## config.mk

```make
export PLATFORM = sky130hd
export DESIGN_NAME = range_max_scan
export DESIGN_NICKNAME = d
export VERILOG_FILES = /design/src/rtl/range_pkg.sv /design/src/rtl/range_max_track.sv /design/src/rtl/range_max_scan.sv
export SDC_FILE = /design/constraint.sdc
export NUM_CORES = 1
export LEC_CHECK = 0
export ABC_AREA = 1
export BUFFER_PORTS_ARGS = -buffer_cell sky130_fd_sc_hd__clkbuf_2
export CORE_MARGIN = 10
export CORE_UTILIZATION = 53
export CTS_CLUSTER_SIZE = 40
export DETAILED_ROUTE_END_ITERATION = 10
export HOLD_SLACK_MARGIN = 0.12
export PLACE_DENSITY = 0.79
export SYNTH_ARGS = -nofsm -noshare
export SYNTH_HDL_FRONTEND = slang
export SYNTH_HIERARCHICAL = 1
export SYNTH_SLANG_ARGS = --single-unit
```

## constraint.sdc

```tcl
create_clock -name clk -period 2.45 [get_ports clk]
set_input_delay 0.245 -clock clk [delete_from_list [all_inputs] [get_ports clk]]
set_output_delay 0.245 -clock clk [all_outputs]
set_load 0.03 [all_outputs]
```

## src/rtl/range_pkg.sv

```systemverilog
// Shared types and widths for the range max scanner.
// Optional RANGE_MAX_SCAN_SUM_EN adds a running total of the counts.
package range_pkg;

  localparam int RAM_WORDS     = 16;
  localparam int RAM_ADDR_BITS = 4;
  localparam int COUNT_W       = 16;
  localparam int SUM_W         = COUNT_W + RAM_ADDR_BITS;

  typedef enum logic [2:0] {
    IDLE,
    LAUNCH,
    WAIT,
    SCAN,
    DRAIN,
    RESULT
  } scan_state_t;

endpackage

```

## src/rtl/range_max_track.sv

```systemverilog
// Running maximum with its index; strict-greater so ties keep the lowest index.
import range_pkg::*;

module range_max_track #(
  parameter int W  = COUNT_W,
  parameter int IW = RAM_ADDR_BITS
) (
  input  logic          clk,
  input  logic          rst,
  input  logic          clear_i,
  input  logic          sample_i,
  input  logic [W-1:0]  value_i,
  input  logic [IW-1:0] index_i,
  output logic [W-1:0]  max_o,
  output logic [IW-1:0] idx_o
);

  logic [W-1:0]  max_q, max_d;
  logic [IW-1:0] idx_q, idx_d;
  logic          first_q, first_d;

  always_comb begin
    max_d   = max_q;
    idx_d   = idx_q;
    first_d = first_q;
    if (clear_i) begin
      max_d   = '0;
      idx_d   = '0;
      first_d = 1'b1;
    end else if (sample_i && (first_q || value_i > max_q)) begin
      max_d   = value_i;
      idx_d   = index_i;
      first_d = 1'b0;
    end
  end

  always_ff @(posedge clk or posedge rst) begin
    if (rst) begin
      max_q   <= '0;
      idx_q   <= '0;
      first_q <= 1'b0;
    end else begin
      max_q   <= max_d;
      idx_q   <= idx_d;
      first_q <= first_d;
    end
  end

  assign max_o = max_q;
  assign idx_o = idx_q;

endmodule

```

## src/rtl/range_max_scan.sv

```systemverilog
// Launches a range run, scans its count RAM and reports the largest count.
// Define RANGE_MAX_SCAN_SUM_EN to add the sum_count output.
import range_pkg::*;

module range_max_scan #(
  parameter int RAM_WORDS     = range_pkg::RAM_WORDS,
  parameter int RAM_ADDR_BITS = range_pkg::RAM_ADDR_BITS,
  parameter int COUNT_W       = range_pkg::COUNT_W
) (
  input  logic               clk,
  input  logic               reset,
  input  logic               req,
  input  logic [31:0]        base,
  output logic               req_ready,
  output logic               res_valid,
  input  logic               res_ready,
  output logic [COUNT_W-1:0] max_count,
  output logic [31:0]        max_n,
`ifdef RANGE_MAX_SCAN_SUM_EN
  output logic [COUNT_W+RAM_ADDR_BITS-1:0] sum_count,
`endif
  output logic               r_go,
  output logic [31:0]        r_start,
  input  logic               r_done,
  input  logic [COUNT_W-1:0] r_count
);

  localparam logic [RAM_ADDR_BITS-1:0] LAST =
    RAM_ADDR_BITS'(RAM_WORDS - 1);

  scan_state_t              state_q, state_d;
  logic [31:0]              base_q, base_d;
  logic [RAM_ADDR_BITS-1:0] idx_q, idx_d;
  logic [RAM_ADDR_BITS-1:0] max_idx;
  logic                     accept;
  logic                     sample;

  assign accept = (state_q == IDLE) && req;
  // Registered read: data seen now belongs to the previous address.
  assign sample = ((state_q == SCAN) && (idx_q != '0))
                || (state_q == DRAIN);

  always_comb begin
    state_d   = state_q;
    base_d    = base_q;
    idx_d     = idx_q;
    req_ready = 1'b0;
    res_valid = 1'b0;
    r_go      = 1'b0;
    r_start   = '0;
    unique case (state_q)
      IDLE: begin
        req_ready = 1'b1;
        if (req) begin
          base_d  = base;
          state_d = LAUNCH;
        end
      end
      LAUNCH: begin
        r_go    = 1'b1;
        r_start = base_q;
        state_d = WAIT;
      end
      WAIT: begin
        r_start = base_q;
        if (r_done) begin
          idx_d   = '0;
          state_d = SCAN;
        end
      end
      SCAN: begin
        r_start = {{(32-RAM_ADDR_BITS){1'b0}}, idx_q};
        idx_d   = idx_q + 1'b1;
        if (idx_q == LAST) state_d = DRAIN;
      end
      DRAIN: state_d = RESULT;
      RESULT: begin
        res_valid = 1'b1;
        if (res_ready) state_d = IDLE;
      end
      default: state_d = IDLE;
    endcase
  end

  always_ff @(posedge clk or posedge reset) begin
    if (reset) begin
      state_q <= IDLE;
      base_q  <= '0;
      idx_q   <= '0;
    end else begin
      state_q <= state_d;
      base_q  <= base_d;
      idx_q   <= idx_d;
    end
  end

  range_max_track #(
    .W  (COUNT_W),
    .IW (RAM_ADDR_BITS)
  ) u_track (
    .clk      (clk),
    .rst      (reset),
    .clear_i  (accept),
    .sample_i (sample),
    .value_i  (r_count),
    .index_i  (idx_q - 1'b1),
    .max_o    (max_count),
    .idx_o    (max_idx)
  );

  assign max_n = base_q
               + {{(32-RAM_ADDR_BITS){1'b0}}, max_idx};

`ifdef RANGE_MAX_SCAN_SUM_EN
  logic [COUNT_W+RAM_ADDR_BITS-1:0] sum_q, sum_d;

  always_comb begin
    sum_d = sum_q;
    if (accept)
      sum_d = '0;
    else if (sample)
      sum_d = sum_q + {{RAM_ADDR_BITS{1'b0}}, r_count};
  end

  always_ff @(posedge clk or posedge reset) begin
    if (reset) sum_q <= '0;
    else       sum_q <= sum_d;
  end

  assign sum_count = sum_q;
`endif

endmodule

```

=== Word-level counts from Yosys, hierarchy flattened ===
Index checks and enable logic that the tools add are counted.

* Register bits: 60
* Output and inout bits: 83

* Add/sub/neg operators: 3
* $lt $le $gt $ge: 1
* Equal/unequal tests: 10
* Muxes and demuxes: 17
* Reduce and logical (&&, ||, !) cells: 13

{| class="wikitable"
|+ Operators by type and width
! cell !! number
|-
| $pmux W32 S2 || 1
|-
| $add A32 B4 Y32 || 1
|-
| $mux W16 || 2
|-
| $pmux W3 S6 || 1
|-
| $gt A16 B16 Y1 || 1
|-
| $mux W3 || 4
|-
| $mux W4 || 3
|-
| $pmux W4 S2 || 1
|-
| $eq A3 B2 Y1 const B || 2
|-
| $eq A3 B3 Y1 const B || 2
|-
| $ne A2 B2 Y1 const B || 3
|-
| $mux W1 || 5
|-
| $add A4 B1 Y4 const B || 1
|-
| $eq A4 B4 Y1 const B || 1
|-
| $reduce_and A2 Y1 || 2
|-
| $reduce_and A4 Y1 || 1
|-
| $reduce_bool A2 Y1 || 2
|-
| $reduce_bool A4 Y1 || 1
|-
| $sub A4 B1 Y4 const B || 1
|-
| $eq A3 B1 Y1 const B || 1
|-
| $logic_and A1 B1 Y1 || 3
|-
| $logic_not A3 Y1 || 1
|-
| $logic_or A1 B1 Y1 || 2
|-
| $ne A2 B1 Y1 const B || 1
|-
| $reduce_or A2 Y1 || 1
|}

=== Depth between registers and ports, before layout ===
* Depth after elaboration: 6
* Depth in mapped cells: 17

=== Hierarchy ===
The synthesis kept the hierarchy.

{| class="wikitable"
|+ Modules (own cells, without submodules)
! module !! instances !! cells each !! area an instance (um^2) !! sequential area each (um^2)
|-
| range_max_scan || 1 || 459 || 2987.9 || 975.9
|-
| range_max_track || 1 || 168 || 1498.9 || 525.5
|}

=== Least setup slack after synthesis ===
No wires, ideal clock.

* Path type: register to output
* From: reg base_q[0]
* To: out max_n[24]
* Arrival time: 1.943 ns
* Setup slack: 0.262 ns
* Stages on the path, launching flop included: 9
* Buffers on the path: 0
* Cell sequence: dfrtp_1 ha_1 fa_1 nand2_1 nand3_1 nand2_2 nor2_4 nand2_1 xor2_1

* Longest elaborated chain between the ends: 1

{| class="wikitable"
|+ RTL lines
! what !! line !! text
|-
| start, declared || range_max_scan.sv:32 || <nowiki>logic [31:0] base_q, base_d;</nowiki>
|-
| start signal, assigned || range_max_scan.sv:92 || <nowiki>base_q <= base_d;</nowiki>
|-
| $add A32 B4 Y32 || range_max_scan.sv:112 || <nowiki>+ {{(32-RAM_ADDR_BITS){1'b0}}, max_idx};</nowiki>
|-
| end, declared || range_max_scan.sv:18 || <nowiki>output logic [31:0] max_n,</nowiki>
|}

No other way between the ends.

=== Worst setup path after layout ===
* From: reg u_track.idx_q[0], in the netlist u_track/idx_o[0]
* To: out max_n[28]

* Longest elaborated chain between the ends: 1

{| class="wikitable"
|+ RTL lines
! what !! line !! text
|-
| start, declared || range_max_track.sv:19 || <nowiki>logic [IW-1:0] idx_q, idx_d;</nowiki>
|-
| start signal, assigned || range_max_track.sv:44 || <nowiki>idx_q <= idx_d;</nowiki>
|-
| $add A32 B4 Y32 || range_max_scan.sv:112 ||
|}

No other way between the ends.

==> insert_results.sql <==
INSERT INTO impl_metrics (metric_group, metric, value, unit) VALUES
('global_routing', 'maximum_number_of_pins_on_one_net_before_global_route_repair', '42', ''),
('worst_setup_path', 'timing.reg2reg.worst_path_depth', '13', ''),
('power', 'powerDensity', '1449', 'mW/mm²'),
('worst_setup_path', 'end_of_the_critical_path', 'max_n[28]', ''),
('sta', 'period_minus_slack', '2380', 'ps'),
('power', 'total_leakage_power', '2.979', 'nW'),
('sta', 'finalHoldViolCount', '0', ''),
('worst_setup_path', 'startpoint_type', 'flop', ''),
('floorplan', 'floorplan.initialDensity', '54.61', '%'),
('worst_setup_path', 'path_class', 'reg -> out', ''),
('sta', 'slew_viol_final', '0', ''),
('place', 'place_congestion', '0.9819', ''),
('drt', 'remaining_drc_errors', '0', ''),
('drt', 'initialDrtViolationCount', '301', ''),
('finish', 'nNetsFinal', '851', ''),
('yosys', 'synthesis.yosys.warnings', '6', ''),
('clocking', 'cts_inserted_buffers', '9', ''),
('floorplan', 'fp.coreArea', '0.008217', 'mm²'),
('worst_setup_path', 'setup.reg_to_reg.worst_slack', '350', 'ps'),
('sta', 'timing_worst_slew_pin_value', '822.4', 'ps'),
('yosys', 'mappedNetlistNets', '703', ''),
('sta', 'final.period_utilization', '97.13', '%'),
('worst_setup_path', 'cp_slowest_stage_delay', '420', 'ps'),
('sta', 'fmax', '420.2', 'MHz'),
('yosys', 'synth.area.top_cells', 'dfrtp_1, nand2_1, inv_1', ''),
('floorplan', 'ios', '136', ''),
('worst_setup_path', 'critPathCaptureType', 'primary output', ''),
('place', 'place.port_buffers', '135', ''),
('finish', 'mostFrequentLayoutCells', 'nand2_1, clkbuf_2, inv_1', ''),
('drt', 'dr_total_vias', '4635', ''),
('worst_setup_path', 'worstReg2RegEnd', 'u_track/idx_o[3]', ''),
('floorplan', 'rows', '33', ''),
('yosys', 'yosys_register_bits', '60', ''),
('worst_setup_path', 'critPathSlowestCell', 'dfrtp_1', ''),
('worst_setup_path', 'critPathMostFrequentCell', 'nand2_1', ''),
('power', 'ir_worst_vdd', '1120', 'µV'),
('yosys', 'largest_area_contributor_in_the_netlist', 'dfrtp_1', ''),
('clocking', 'cts_max_level', '3', ''),
('worst_setup_path', 'cp_data_arrival_time', '2130', 'ps'),
('worst_setup_path', 'path_max_fanout', '6', ''),
('drt', 'drt_wl_total', '13710', 'µm'),
('worst_setup_path', 'cp_cell_sequence', 'ha_4 -> fa_2 -> nand2_1 -> nand3_2 -> nand2_4 -> buf_4 -> nor2_2 -> nand2_1 -> nand2_1 -> nand2_1 -> clkbuf_4', ''),
('finish', 'stdcell_count', '885', ''),
('worst_setup_path', 'crit_path_start', 'u_track/idx_o[0]', ''),
('finish', 'final_common_cell', 'nand2_1', ''),
('clocking', 'clock_path_buffers', '2', ''),
('flow_run', 'max_cap_violations', '0', ''),
('yosys', 'synth_sequential_area_ratio', '33.46', '%'),
('worst_setup_path', 'cell_type_group_with_the_largest_total_delay_on_the_critical_path', 'adder cells', ''),
('sta', 'setup_total_negative_slack', '0', 'ps'),
('global_routing', 'grt-ovfl-total', '0', ''),
('worst_setup_path', 'worstReg2RegStart', 'u_track/max_o[3]', ''),
('finish', 'fillCellCount', '696', ''),
('yosys', 'yosys.area.top_type_share', '33.46', '%'),
('clocking', 'clock_insertion_delay_worst_skew', '350', 'ps'),
('yosys', 'syn-cell-area', '0.004487', 'mm²'),
('yosys', 'synth-main-ff-cell', 'dfrtp_1', ''),
('finish', 'flow.area_growth_from_synthesis', '24.99', '%'),
('run_status', 'status', 'finished clean', ''),
('clocking', 'cts_tree', 'yes', ''),
('worst_setup_path', 'data_required_time_of_the_critical_path', '2200', 'ps'),
('global_routing', 'grt_pass1_wl', '22230', 'µm'),
('clocking', 'cts.root.buffer_cell', 'clkbuf_8', ''),
('sta', 'min_setup_slack_post_route', '70.30', 'ps'),
('worst_setup_path', 'worst_path_depth', '11', ''),
('finish', 'layout-drive-gt1-share', '28.85', '%'),
('drt', 'detail_route.first_pass.iterations', '5', ''),
('floorplan', 'die_width', '112.0', 'µm'),
('clocking', 'reg_clk_slew_reported_paths', '70', 'ps'),
('floorplan', 'die_y', '112.0', 'µm'),
('yosys', 'post_synth_edffs', '0', '');
registers in the layout (all words and copies together), names as in the netlist:
name             cells
idx_q                4
u_track/idx_o        4
u_track/max_o       16
state_q              3
u_track/first_q      1
base_q              32
power by group:
part	leakage (nW)	switching, mW	internal [mW]	total, mW
Combinational	2.10	3.62	1.48	5.10
Clock	0.122	0.422	0.703	1.13
Sequential	0.759	0.473	1.42	1.89
Total	2.98	4.52	3.60	8.12
worst reg2reg max path, stage by stage, from the launching register on:
cell     delay [ps]
dfrtp_1         390
inv_1            60
ha_1            300
a21oi_1         200
nand2_1          80
nand2_1          70
nand2_1          50
nand2_1          50
nand2_1          50
nand2_2          80
nand2_4         160
nand2_4         330
nand3_2         130
nand2_1          90
layout make-up:
cell class	count	area, µm²	area share (%)
clock buffer	10	137.6	2.454
tap	105	131.4	2.343
timing repair buffer	156	898.4	16.02
sequential	60	1501	26.77
multi-input combinational	464	2510	44.76
inverter	84	317.8	5.667
clock inverter	6	111.4	1.986
timing repair:
action | in CTS | in global routing
hold endpoints to repair | 71 | 0
hold buffers | 12 | 0
cloned | 0 | 0
endpoints found under the setup margin | 13 | 10
gates resized for setup | 8 | 21
buffers inserted | 0 | 4
pin swaps | 1 | 2
Yosys cell counts, drive strengths merged, types with 3 or more instances:
cell type and number:
nand2 214, nor2 85, inv 84, dfrtp 60, nand3 43, o21ai 40
nand4 24, ha 22, xor2 19, buf 15, a21oi 9, clkbuf 4
nor3 3
metrics by stage:
| stage | instance area [µm²] | total power [mW] |
|---|---|---|
| detailed placement | 5151 | 6.815 |
| floorplan | 4487 | 5.591 |
| global placement | 5151 | 6.714 |
| finish | 5608 | 8.123 |
| global route | 5608 | 8.647 |
| CTS | 5545 | 8.015 |
how the worst min path moves through the flow:
stage	startpoint	endpoint	slack, ps	cells past startpoint
floorplan	reset	u_track/first_q	220	1
finish	base[22]	base_q[22]	120	3
CTS	base[27]	base_q[27]	120	3
detailed placement	reset	base_q[22]	400	3
global placement	reset	base_q[22]	390	3
global route	base[22]	base_q[22]	130	3
cell families (layout without fill, tap and decap cells):
family | Yosys count | after routing | synth area share [%]
simple gates | 370 | 370 | 38.82
compound gates | 52 | 52 | 6.051
buf+inv | 103 | 256 | 11.38
xor+xnor | 19 | 19 | 3.709
fa+ha+maj | 23 | 23 | 6.581
flops | 60 | 60 | 33.46
metal layers:
layer / vias to the layer above / routed length (µm) / global-route usage (%)
met3: 23 / 946 / 4.792
li1: 2270 / - / -
met1: 2171 / 5664 / 25.02
met4: 0 / 288 / 7.953
met5: - / 0 / 0
met2: 171 / 6808 / 35.70
(Power assumes the default switching activity.)
